<file path="src/rtl/memory_stage.sv">
// memory_stage: pipeline memory stage with a 256x8 data memory and writeback register.
//
// Ports:
//   clk            - single clock, rising edge
//   reset          - asynchronous active-low reset; clears outputs, FSM and all memory words
//   ans_ex         - execute result: memory address on memory ops, writeback value otherwise
//   B_Bypass       - store data
//   mem_en_ex      - 1 = memory access this cycle
//   mem_rw_ex      - 1 = store, 0 = load (meaningful only with mem_en_ex)
//   mem_mux_sel_ex - 1 = a load writes back the memory data, 0 = writes back ans_ex
//   RW_ex          - destination register (0 = no writeback)
//   flag_ex        - execute flags {P,V,Z,C}
//   ans_mem        - registered writeback value
//   RW_mem         - registered destination register
//   flag_mem       - registered flags
//   stall_mem      - combinational; 1 = upstream must hold all inputs stable
//
// Configuration:
//   MEM_WAIT_EN - when defined, every memory access takes WAIT_CYCLES (0-7) extra
//                 cycles via an IDLE/BUSY FSM; when undefined, stall_mem is tied 0
//                 and every access commits on the next edge.
module memory_stage #(
    parameter int WAIT_CYCLES = 2
) (
    input  logic       clk,
    input  logic       reset,
    input  logic [7:0] ans_ex,
    input  logic [7:0] B_Bypass,
    input  logic       mem_en_ex,
    input  logic       mem_rw_ex,
    input  logic       mem_mux_sel_ex,
    input  logic [4:0] RW_ex,
    input  logic [3:0] flag_ex,
    output logic [7:0] ans_mem,
    output logic [4:0] RW_mem,
    output logic [3:0] flag_mem,
    output logic       stall_mem
);

    logic [7:0] mem_q [256];
    logic [7:0] ans_q, ans_d;
    logic [4:0] rw_q, rw_d;
    logic [3:0] flag_q, flag_d;
    logic [7:0] rd_data;
    logic       stall;
    logic       commit;

`ifdef MEM_WAIT_EN
    localparam logic [0:0] IDLE = 1'b0;
    localparam logic [0:0] BUSY = 1'b1;

    logic [0:0] state_q, state_d;
    logic [2:0] cnt_q, cnt_d;

    always_comb begin
        state_d = state_q;
        cnt_d   = cnt_q;
        stall   = 1'b0;
        if (state_q == IDLE) begin
            if (mem_en_ex && WAIT_CYCLES > 0) begin
                stall   = 1'b1;
                state_d = BUSY;
                cnt_d   = 3'(WAIT_CYCLES - 1);
            end
        end else if (cnt_q != 3'd0) begin
            stall = 1'b1;
            cnt_d = cnt_q - 3'd1;
        end else begin
            state_d = IDLE;
        end
    end

    always_ff @(posedge clk or negedge reset) begin
        if (!reset) begin
            state_q <= IDLE;
            cnt_q   <= 3'd0;
        end else begin
            state_q <= state_d;
            cnt_q   <= cnt_d;
        end
    end
`else
    assign stall = 1'b0;
`endif

    assign commit  = !stall;
    assign rd_data = mem_q[ans_ex];

    // A stalled cycle registers a bubble: no destination, value and flags held.
    always_comb begin
        ans_d  = ans_q;
        rw_d   = 5'd0;
        flag_d = flag_q;
        if (commit) begin
            ans_d  = (mem_en_ex && !mem_rw_ex && mem_mux_sel_ex) ? rd_data : ans_ex;
            rw_d   = RW_ex;
            flag_d = flag_ex;
        end
    end

    always_ff @(posedge clk or negedge reset) begin
        if (!reset) begin
            ans_q  <= 8'd0;
            rw_q   <= 5'd0;
            flag_q <= 4'd0;
            for (int i = 0; i < 256; i++) mem_q[i] <= 8'd0;
        end else begin
            ans_q  <= ans_d;
            rw_q   <= rw_d;
            flag_q <= flag_d;
            if (commit && mem_en_ex && mem_rw_ex) mem_q[ans_ex] <= B_Bypass;
        end
    end

    assign ans_mem   = ans_q;
    assign RW_mem    = rw_q;
    assign flag_mem  = flag_q;
    // Gated by reset so the stall output reads 0 while reset is held.
    assign stall_mem = stall & reset;

endmodule

</file>
<file path="config.mk">
export PLATFORM = sky130hd
export DESIGN_NAME = memory_stage
export DESIGN_NICKNAME = d
export VERILOG_FILES = /design/src/rtl/memory_stage.sv
export SDC_FILE = /design/constraint.sdc
export NUM_CORES = 2
export LEC_CHECK = 0
export ABC_CLOCK_PERIOD_IN_PS = 2500
export CELL_PAD_IN_SITES_DETAIL_PLACEMENT = 2
export CELL_PAD_IN_SITES_GLOBAL_PLACEMENT = 2
export CORE_MARGIN = 2
export CORE_UTILIZATION = 43
export DETAILED_ROUTE_END_ITERATION = 6
export HOLD_SLACK_MARGIN = 0.15
export PLACE_DENSITY = 0.72
export SYNTH_ARGS = -nofsm -noshare
export SYNTH_HDL_FRONTEND = slang
export SYNTH_SLANG_ARGS = --single-unit
</file>
<file path="constraint.sdc">
create_clock -name clk -period 2.5 [get_ports clk]
set_input_delay 0.5 -clock clk [delete_from_list [all_inputs] [get_ports clk]]
set_output_delay 0.5 -clock clk [all_outputs]
set_load 0.01 [all_outputs]
</file>
==> flow_summary_export.csv <==
group,metric,value,unit
critical_path,cpPeakStageDelay,0.57,ns
critical_path,reg2reg_depth,8,
route,drc_errors,0,
critical_path,r2r_setup_slack,-0.33,ns
finish,nNetsFinal,6932,
clock_tree,cts_tree,"built",
timing,worst_pin_slew,1.07,ns
logic_synthesis,synth.area.mux_share,37.7,%
clock_tree,clkTransAtPathRegs,0.07,ns
logic_synthesis,synthArstFlopShare,100,%
global_routing,overflow,0,
global_routing,grt_max_degree,115,
logic_synthesis,synth_edf_count,0,
logic_synthesis,yosysSeqAreaShare,54.9,%
timing,setup_slack,-0.334,ns
critical_path,critical_path_class,"flop to flop",
route,top_layer,"met5",
logic_synthesis,yosysTopAreaCell,"dfrtp_1",
floorplanning,ios,48,
logic_synthesis,synth_area_leaders,"dfrtp_1, mux2_2, mux4_2, mux2i_1, clkbuf_1",
timing,rsz0062_at_grt,"yes",
logic_synthesis,synth_cells,6044,
pwr,powerDensity,657,mW/mm2
floorplanning,die_area,0.223,mm2
floorplanning,die_h,472,um
pwr,static-leakage-power,55.5,nW
timing,fmax,353,MHz
critical_path,crit_fanout,2,
critical_path,reg2reg_to,"ans_mem[6]$_DFF_PN0_",
route,routed-wl-met2,186000,um
finish,drive_above_1_share,59.9,%
critical_path,r2r-start,"mem_q[1830]$_DFFE_PN0P_",
logic_synthesis,synth.distinct_cells,65,
critical_path,crit_buf_inv,1,
critical_path,critical_path.top_delay_family,"compound AO/OA/AOI/OAI gates",
logic_synthesis,synth_ff_type,"dfrtp_1",
logic_synthesis,synth-seq-cells,2065,
logic_synthesis,synth-adder-area-share,0,%
critical_path,crit_path_end_kind,"flop",
logic_synthesis,avgSynthCellArea,15.6,um2
route,wl_per_cell,38.1,um
route,firstDrtPassIters,6,
placed_design,place_ws,-1.53,ns
clock_tree,clkLatencyLatePin,0.91,ns
route,drt_first_iter_violations,5028,
critical_path,startpoint,"mem_q[1830]$_DFFE_PN0P_",
critical_path,crit_required,3.27,ns
floorplanning,die_w,472,um
placed_design,gp_congestion,0.882,
finish,synthToLayoutAreaGrowth,24.7,%
clock_tree,cts_max_path_buffers,3,
global_routing,gr-usage-all-layers,33.7,%
critical_path,cp_slowest_cell,"mux4_2",
placed_design,dpl-instance-area,0.108,mm2
hold_path,hold_path.class,"primary input to asynchronous set/reset pin",
global_routing,antenna_found_initial,19,
logic_synthesis,synth_top_area_share,54.9,%
route,vias_per_cell,6.23,
logic_synthesis,netlist_area,0.0942,mm2
clock_tree,numCtsBuffers,226,
critical_path,startpoint_type,"flop",
clock_tree,clock-sinks,2065,
critical_path,path_cells,"mux4_2, a22oi_1, a21oi_1, o2bb2ai_1, nor4_4, buf_4, o21ai_2, a22o_1",
timing,drv_slew,0,
route,met1_length,149000,um
floorplanning,coreArea,0.217,mm2
route,wl_met3,21800,um
floorplanning,initial_utilization,43.3,%
timing,hold_viol_final,0,
critical_path,crit_arrival,3.60,ns
logic_synthesis,yosys.area_share.simple,3.08,%
finish,design_area,0.117,mm2
clock_tree,htreeDepth,4,
pwr,max-vdd-ir-drop,0.000733,V
placed_design,post-dp-hpwl,236000,um
global_routing,grt_pass1_wl,545000,um
job,maxCapViolCount,0,
outcome,violations,"negative setup slack",
route,drt_wl_total,380000,um
route,vias,62067,
timing,maxSlewHeadroom,27.8,%
logic_synthesis,syn_nets,6074,
outcome,status,"complete, but fails checks",
route,drtAntennaViolNets,0,
timing,post-route-min-period,2.83,ns
logic_synthesis,synth_compound_area_share,2.11,%
timing,min_period_over_period,113,%
timing,fin_worst_skew,0.0519,ns
placed_design,port_buffers,46,
global_routing,grt_pass1_vias,71129,
logic_synthesis,synth_top_family_by_area,"multiplexers",
logic_synthesis,synth-xor-area-share,0,%
clock_tree,clockRootBuffer,"clkbuf_16",
timing,setup_viol,7,
logic_synthesis,yosys_warnings,0,
floorplanning,rows,171,
[sequential cells by signal (all words and copies together), names as in the netlist]
signal	cells
RW_mem	5
mem_q	2048
ans_mem	8
flag_mem	4
[layout make-up]
class,instances,area [um2]
diodes,7,17.5
clock buffers,348,6840
clock inverters,76,1020
fillers,18753,100000
inverters,4,21.3
multi-input cells,3518,41600
flip-flops and latches,2065,51700
well taps,2854,3570
repair buffers,1087,12700
[cells in the mapped netlist (all sizes together) (3+ instances only)]
cell        n
a2111oi     3
a211oi     10
a21oi      31
a221o       8
a221oi     22
a22o       26
a22oi      60
a311oi      5
a31oi      12
a32oi      19
and2        5
and3        4
buf       170
clkbuf    287
dfrtp    2065
mux2     2054
mux2i     131
mux4      491
nand2     200
nand2b     11
nand3      32
nand4      13
nor2      242
nor2b      13
nor3       22
nor4       10
o2111ai     7
o211ai      4
o21ai      21
o22ai      17
o311ai      3
o32a        3
o32ai       4
or2         6
or4         4
[how the worst max path moves through the flow]
stage / endpoint / slack [ns] / cells after the start
floorplan: ans_mem[3]$_DFF_PN0_ / -0.13 / 9
global placement: ans_mem[6]$_DFF_PN0_ / -1.45 / 11
detailed placement: ans_mem[6]$_DFF_PN0_ / -1.53 / 10
CTS: ans_mem[6]$_DFF_PN0_ / -0.34 / 7
global route: ans_mem[6]$_DFF_PN0_ / -0.34 / 7
finish: ans_mem[6]$_DFF_PN0_ / -0.33 / 8
[layer usage]
metal	GRT usage [%]	up-vias
met5	0	-
met4	17.1	12
met3	6.11	935
met2	55.7	2330
met1	42.6	34438
li1	-	24352
[worst reg2reg max path: cells and delay by family (launching register included)]
family          cells  cell delay [ns]
mux                 1             0.57
flops               1             0.40
buf+inv             1             0.21
simple gates        1             0.41
compound gates      5             1.11
[cell usage in the layout, fill, tap and decap left out, types with 17 or more instances in the layout]
master           instances
nor2_1                  51
a32oi_1                 18
mux2i_1                125
a21oi_1                 25
nand2_1                187
buf_12                 325
clkdlybuf4s50_1         26
bufinv_16               17
clkbuf_1                52
o22ai_1                 17
nor2_4                 106
nor2_2                  85
a22o_1                  25
nor3_1                  19
mux2_2                2052
clkbuf_8                76
clkinv_2                42
clkbuf_16              231
a22oi_1                 54
dfrtp_1               2058
mux4_2                 488
buf_4                  686
nand3_1                 29
[repair_timing]
item	4_1_cts	5_1_grt
setup endpoints to repair	16	9
hold buffers	10	0
pin swaps	17	14
setup buffers	14	22
resized for setup	79	46
hold endpoints to repair	986	0
cloned	1	3
[per-stage QoR]
step | hold WS (ns) | setup TNS (ns) | instances | power (mW) | util (%)
6_report | 0.114 | -1.01 | 9959 | 77.1 | 54.0
5_1_grt | 0.143 | -1.16 | 9955 | 79.2 | 54.0
4_1_cts | 0.159 | -0.924 | 9928 | 77.3 | 53.8
3_5_place_dp | 0.453 | -1235.14 | 9481 | 41.5 | 49.9
3_3_place_gp | 0.458 | -1090.82 | 9481 | 41.2 | 49.9
2_1_floorplan | 0.204 | -32.40 | 6044 | 38.1 | -
[kinds of logic (layout without fill, tap and decap cells)]
| family | count (synthesis) | in the layout |
|---|---|---|
| AOI/OAI and AO/OA | 266 | 266 |
| buffers and inverters | 461 | 1515 |
| DFF | 2065 | 2065 |
| muxes | 2676 | 2676 |
| other | 1 | 8 |
| and+or+nand+nor | 575 | 575 |
[where the power goes]
| group | total, mW | internal (mW) | switching, mW |
|---|---|---|---|
| registers | 35.0 | 34.3 | 0.627 |
| logic | 6.51 | 2.59 | 3.92 |
| clock network | 35.7 | 20.6 | 15.1 |
(Power assumes the default switching activity.)
